[src/rtl/d_mem_arbiter.sv]
// Round-robin arbiter sharing the strobe-based d_mem between two requesters.
// Each access runs SETUP -> STROBE -> DONE (or ERR for out-of-range addresses).
module d_mem_arbiter #(
  parameter int MEM_SIZE = 1024,
  parameter int ADDR_W   = 32
) (
  input  logic              clk,
  input  logic              reset,
  input  logic              r0_req,
  input  logic              r0_we,
  input  logic [ADDR_W-1:0] r0_addr,
  input  logic [31:0]       r0_wdata,
  output logic              r0_ack,
  output logic              r0_err,
  output logic [31:0]       r0_rdata,
  input  logic              r1_req,
  input  logic              r1_we,
  input  logic [ADDR_W-1:0] r1_addr,
  input  logic [31:0]       r1_wdata,
  output logic              r1_ack,
  output logic              r1_err,
  output logic [31:0]       r1_rdata,
  output logic [31:0]       mem_Address,
  output logic [31:0]       mem_WriteData,
  output logic              mem_MemWrite,
  output logic              mem_MemRead,
  input  logic [31:0]       mem_ReadData,
  output logic              busy,
  output logic [2:0]        dbg_state
);

  // Handshake: a requester raises req with we/addr/wdata and holds them until
  // its one-cycle ack; inputs are captured at the grant edge and ignored after.
  // A req still high in the IDLE cycle following its ack is a fresh request.

  typedef enum logic [2:0] {
    IDLE   = 3'd0,
    SETUP  = 3'd1,
    STROBE = 3'd2,
    DONE   = 3'd3,
    ERR    = 3'd4
  } state_t;

  localparam logic [ADDR_W-1:0] ADDR_LIMIT = ADDR_W'(MEM_SIZE);

  state_t            state;
  state_t            state_nxt;
  logic              rr_last;
  logic              sel_q;
  logic              we_q;

  logic              gnt;
  logic              gnt_sel;
  logic              gnt_we;
  logic              gnt_oor;
  logic [ADDR_W-1:0] gnt_addr;
  logic [31:0]       gnt_wdata;

  // Arbitration: a lone requester wins; on a tie the port not served last wins.
  always_comb begin
    gnt       = 1'b0;
    gnt_sel   = 1'b0;
    gnt_we    = 1'b0;
    gnt_oor   = 1'b0;
    gnt_addr  = '0;
    gnt_wdata = '0;
    if (state == IDLE && (r0_req || r1_req)) begin
      gnt = 1'b1;
      if (r0_req && r1_req) begin
        gnt_sel = ~rr_last;
      end else begin
        gnt_sel = r1_req;
      end
    end
    gnt_we    = gnt_sel ? r1_we    : r0_we;
    gnt_addr  = gnt_sel ? r1_addr  : r0_addr;
    gnt_wdata = gnt_sel ? r1_wdata : r0_wdata;
    gnt_oor   = (gnt_addr >= ADDR_LIMIT);
  end

  always_comb begin
    state_nxt = state;
    case (state)
      IDLE: begin
        if (gnt) begin
          state_nxt = gnt_oor ? ERR : SETUP;
        end
      end
      SETUP:  state_nxt = STROBE;
      STROBE: state_nxt = DONE;
      DONE:   state_nxt = IDLE;
      ERR:    state_nxt = IDLE;
      default: state_nxt = IDLE;
    endcase
  end

  always_ff @(posedge clk or posedge reset) begin
    if (reset) begin
      state <= IDLE;
    end else begin
      state <= state_nxt;
    end
  end

  // Strobes are flops so d_mem sees clean edges; address/data are loaded at the
  // grant edge, one full cycle ahead of the strobe, and held through DONE.
  always_ff @(posedge clk or posedge reset) begin
    if (reset) begin
      rr_last       <= 1'b1;
      sel_q         <= 1'b0;
      we_q          <= 1'b0;
      mem_Address   <= '0;
      mem_WriteData <= '0;
      mem_MemWrite  <= 1'b0;
      mem_MemRead   <= 1'b0;
      r0_rdata      <= '0;
      r1_rdata      <= '0;
    end else begin
      mem_MemWrite <= (state == SETUP) &&  we_q;
      mem_MemRead  <= (state == SETUP) && !we_q;
      if (gnt) begin
        sel_q   <= gnt_sel;
        we_q    <= gnt_we;
        rr_last <= gnt_sel;
        if (!gnt_oor) begin
          mem_Address <= 32'(gnt_addr);
          if (gnt_we) begin
            mem_WriteData <= gnt_wdata;
          end
        end
      end
      if (state == STROBE && !we_q) begin
        if (sel_q) begin
          r1_rdata <= mem_ReadData;
        end else begin
          r0_rdata <= mem_ReadData;
        end
      end
    end
  end

  assign r0_ack    = ((state == DONE) || (state == ERR)) && !sel_q;
  assign r1_ack    = ((state == DONE) || (state == ERR)) &&  sel_q;
  assign r0_err    = (state == ERR) && !sel_q;
  assign r1_err    = (state == ERR) &&  sel_q;
  assign busy      = (state != IDLE);
  assign dbg_state = state;

endmodule

[config.mk]
export PLATFORM = sky130hd
export DESIGN_NAME = d_mem_arbiter
export DESIGN_NICKNAME = d
export VERILOG_FILES = /design/src/rtl/d_mem_arbiter.sv
export SDC_FILE = /design/constraint.sdc
export NUM_CORES = 1
export LEC_CHECK = 0
export BUFFER_PORTS_ARGS = -buffer_cell sky130_fd_sc_hd__buf_2
export CORE_MARGIN = 5
export CORE_UTILIZATION = 48
export DETAILED_ROUTE_END_ITERATION = 10
export PLACE_DENSITY = 0.81
export SKIP_CTS_REPAIR_TIMING = 1
export SYNTH_ARGS = -nofsm -noshare
export SYNTH_HDL_FRONTEND = slang
export SYNTH_SLANG_ARGS = --single-unit
export TNS_END_PERCENT = 50
[constraint.sdc]
create_clock -name clk -period 7.45 [get_ports clk]
set_clock_uncertainty 0.2 [all_clocks]
set_input_delay 0.745 -clock clk [delete_from_list [all_inputs] [get_ports clk]]
set_output_delay 0.745 -clock clk [all_outputs]
set_load 0.1 [all_outputs]
After elaboration in Yosys (flattened, before gate mapping)
Index checks and enable logic that the tools add are counted.
- output and inout bits: 138
- bits of input ports: 166
- word-level logic and storage cells: 47
- flip-flop bits (word level): 136
- bitwise operators: 3
- reductions and logical operators: 19
- order comparisons: 1
- multiplexer cells: 9
- eq/ne operators: 5
- operator list (kind ; count):
    32-bit two-way mux ; 2
    32-bit by 11-bit >= comparator with 1-bit output, second input constant ; 1
    1-bit logical AND ; 9
    3-bit one-hot mux with 3 select lines ; 1
    3-bit by 2-bit == test with 1-bit output, second input constant ; 2
    3-bit two-way mux ; 2
    2-bit AND reduction ; 3
    1-bit two-way mux ; 4
    3-bit by 1-bit == test with 1-bit output, second input constant ; 1
    3-bit == test, second input constant ; 1
    3-bit zero test ; 1
    1-bit NOT ; 3
    3-bit AND reduction ; 1
    3-bit nonzero test ; 1
    1-bit zero test ; 2
    1-bit logical OR ; 2
    2-bit inequality test, second input constant ; 1

Longest topological paths before layout
- depth after elaboration: 8
- depth in mapped cells: 8

Least setup slack after synthesis
OpenSTA, ideal clock, no wires.
- kind: register to output
- start point: register state[2] (netlist: dbg_state[2])
- end point: output r1_ack
- path slack: 2.988 ns
- buffers on the path: 1
- cell stages (with the launch flop): 4
- data arrival time: 3.517 ns
- path through: dfrtp_1 buf_2 nand2_1 a21boi_0
- cells in the longest elaborated chain, start to end: 3
- elaborated cells between the ends (all ways): 4
- RTL lines (item ; line ; RTL):
    from (decl) ; 46 ; state_t state;
    from (signal assigned) ; 101 ; state <= state_nxt;
    3-bit by 2-bit == test with 1-bit output or 3-bit == test (tied branches) ; 143 ; assign r1_ack = ((state == DONE) || (state == ERR)) && sel_q;
    1-bit logical OR * ; 143 ;
    1-bit logical AND * ; 143 ;
    to (decl) ; 20 ; output logic r1_ack,
Every way passes the cells marked *; elsewhere a longest branch is shown, timed or not.

Worst setup path after layout
- start point: input r0_addr[31]
- end point: register mem_Address[6]
- cells in the longest elaborated chain, start to end: 4
- RTL lines (item ; line ; RTL):
    from (decl) ; 11 ; input logic [ADDR_W-1:0] r0_addr,
    32-bit two-way mux ; 76 ; gnt_addr = gnt_sel ? r1_addr : r0_addr;
    32-bit by 11-bit >= comparator with 1-bit output ; 78 ; gnt_oor = (gnt_addr >= ADDR_LIMIT);
    1-bit NOT (no source line) ; - ;
    2-bit AND reduction (no source line) ; - ;
    to (signal assigned) ; 126 ; mem_Address <= 32'(gnt_addr);
    to (decl) ; 23 ; output logic [31:0] mem_Address,
No other way between the ends.
A chain may end at the register's enable or synchronous reset.

==> results.tsv <==
stage	metric	value	unit
run_status	status	finished, final reports clean	
critical_path	Startpoint Class	primary input	
finish	area of the multi-input gates	2130	um^2
yosys	register area share after synthesis	60.1	%
timing	Max transition margin	36.6	%
yosys	Post-synth EDFFs	0	
finish	Reg area	3400	um^2
pwr	VDD IR-drop max	0.000116	V
global_route	first-pass GRT wire length	25800	um
timing	Setup Viol. Count Final	0	
floorplanning	I/O pin total	304	
timing	RSZ-0062 raised after global routing	false	
floorplanning	total die area	14100	um^2
cts	Reg clk slew, reported paths	0.06	ns
detailed_routing	antenna viol nets, final	0	
timing	Final period util	37.6	%
floorplanning	die height	119	um
cts	maximum clock insertion buffer count	2	
detailed_routing	DRC	0	
timing	Slew Viols, Final	0	
finish	Final Util	68.4	%
global_route	initial antenna violation count	5	
min_path	Hold Startpoint	rr_last	
min_path	WHS Path Cells	2	
critical_path	worst r2r src	rr_last	
critical_path	FF-to-FF path depth	5	
pwr	Power, Total	0.00184	W
cts	CTS tree	done	
finish	filler cell count	836	
place	IO buf count	303	
floorplanning	core footprint	11500	um^2
place	routability cong.	0.886	
finish	Area Growth Syn to Fin	39.0	%
place	DP Worst Slack	4.22	ns
global_route	grt total ovfl	0	
timing	final hold violations	0	
floorplanning	Die Width	119	um
yosys	Post-synth ARST share	100	%
timing	minimum clock period	2.80	ns
yosys	Post-Syn Area	5670	um^2
yosys	mean post-synth cell area	13.5	um^2
critical_path	CP required	7.53	ns
finish	nets	882	
critical_path	FF-to-FF setup slack	4.77	ns
critical_path	Worst Setup End Kind	flip-flop	
place	Placed Cells	840	
yosys	Net Count, Synth	585	
critical_path	R2R Path End	mem_Address[6]	
detailed_routing	DR WL/cell	18.9	um
timing	setup slack after layout	4.65	ns
yosys	Synth cell types	36	
global_route	largest net degree at the start of global routing	78	
cts	CTS Buf Count	17	
timing	slew at the pin with the worst max-slew slack	0.950	ns
pwr	LEAKAGE	4.45	nW
yosys	Main synth FF type	dfrtp_1	
min_path	type of the most critical hold path	flip-flop to flip-flop	
floorplanning	Cell Rows	39	
cts	CTS root buf	clkbuf_16	
yosys	Synth Instances	419	
detailed_routing	Vias	4568	
place	HPWL after DPL	12600	um
flow_run	Max Cap Viol	0	
critical_path	WS Path Type	primary input to flip-flop	
floorplanning	Starting Density	49.2	%
global_route	vias in the first global route	4886	
detailed_routing	vias per cell	5.23	
cts	Worst-Skew Late Latency	0.41	ns
yosys	Yosys Warn Count	0	
timing	Max Clock Freq	0.357	GHz
finish	Cell Count, Final, Fillers Out	874	
global_route	total track usage	23.1	%
timing	setup TNS	0	ns
cts	clk sinks	136	
detailed_routing	Initial DRC Count	307	
critical_path	CP Max Fanout	32	
yosys	Yosys reg bits	136	
cts	CTS H-tree depth	4	
finish	fraction of layout cells with a size suffix above 1	59.4	%
detailed_routing	DRT Wirelength	16500	um
pwr	PD cells	234	nW/um^2
critical_path	CP Data Arrival Time	2.88	ns
detailed_routing	DR pass1 iterations	4	
min_path	Hold EP	rr_last	
synthesized netlist by cell type (2+ instances only):
cell / count / share of area [%]
buf_1: 3 / 0.20
and2_1: 22 / 2.4
mux2i_1: 32 / 5.7
mux2_2: 75 / 15
nor4_1: 10 / 1.1
a21oi_1: 34 / 3.0
nand2_1: 7 / 0.46
buf_2: 19 / 1.7
dfrtp_1: 135 / 60
inv_1: 2 / 0.13
nand4_1: 3 / 0.33
nor2_1: 6 / 0.40
clkbuf_1: 7 / 0.46
or2_2: 2 / 0.22
a21boi_0: 2 / 0.26
nand2b_1: 2 / 0.22
a31oi_1: 32 / 3.5
mux2_4: 8 / 2.1
critical path: stages:
cell and delay [ns]:
buf_2 0.09, or4_1 0.55, a211o_1 0.28, o22ai_4 0.17, nand3_2 0.53, mux2_4 0.50
layout by cell type, fill, tap and decap left out, types with 3 or more instances in the layout:
master | synthesis | layout
mux2_2 | 75 | 75
buf_2 | 19 | 303
mux2_4 | 8 | 8
mux2i_1 | 32 | 32
buf_4 | 1 | 6
nand2_1 | 7 | 6
dfrtp_1 | 135 | 135
clkbuf_16 | 0 | 17
a31oi_1 | 32 | 32
and2_1 | 22 | 22
a21oi_1 | 34 | 34
nor4_1 | 10 | 9
clkinv_4 | 0 | 4
nor2_1 | 6 | 5
nand4_1 | 3 | 3
clkinvlp_4 | 0 | 3
through the flow:
| stage | area [um^2] | hold WS (ns) |
|---|---|---|
| after floorplan | 5670 | 0.242 |
| after global placement | 7280 | 0.254 |
| after detailed placement | 7280 | 0.255 |
| after CTS | 7870 | 0.268 |
| after global routing | 7870 | 0.288 |
| final | 7870 | 0.269 |
worst max path at each step:
stage                     endpoint  cells after the start  slack, ns          from
floorplan             dbg_state[0]                      1       2.87         reset
global placement    mem_Address[6]                      6       4.28   r0_addr[31]
detailed placement  mem_Address[7]                      6       4.22        r1_req
CTS                         r1_ack                      4       4.64  dbg_state[0]
global route        mem_Address[6]                      6       4.45        r1_req
finish              mem_Address[6]                      6       4.65   r0_addr[31]
power breakdown:
part | switching, W | internal [W]
registers | 0.0000114 | 0.000753
logic | 0.000176 | 0.0000736
clock network | 0.000324 | 0.000505
logic make-up (layout without fill, tap and decap cells):
family | after synthesis | count (layout) | share of synthesized area, %
compound gates | 72 | 72 | 7.46
xor+xnor | 1 | 1 | 0.155
buf+inv | 33 | 343 | 2.80
flops | 136 | 136 | 60.1
mux | 116 | 116 | 22.9
other cells | 0 | 2 | 0
simple gates | 61 | 61 | 6.60
flip-flops by register name, summed over array words and instances, names as in the netlist:
signal         count
sel_q              1
dbg_state          3
we_q               1
mem_WriteData     32
r1_rdata          32
r0_rdata          32
rr_last            1
mem_Address       32
mem_MemWrite       1
mem_MemRead        1
final cells by class:
cell class | count | share of cell area (%)
antenna | 2 | 0.0636
sequential | 136 | 43.2
timing repair buffer | 309 | 19.8
clock buffer | 19 | 5.63
inverter | 2 | 0.127
clock inverter | 13 | 1.84
multi-input combinational | 250 | 27.0
tap | 143 | 2.27
per-layer routing:
layer / global-route usage, % / part of all wire, % / vias to the layer above
met5: 0 / 0.21 / -
met2: 39.4 / 51 / 219
met4: 7.31 / 1.7 / 6
met1: 26.8 / 38 / 2192
met3: 9.36 / 9.1 / 28
li1: - / - / 2123
No activity file was read; power rests on OpenSTA's default activity.
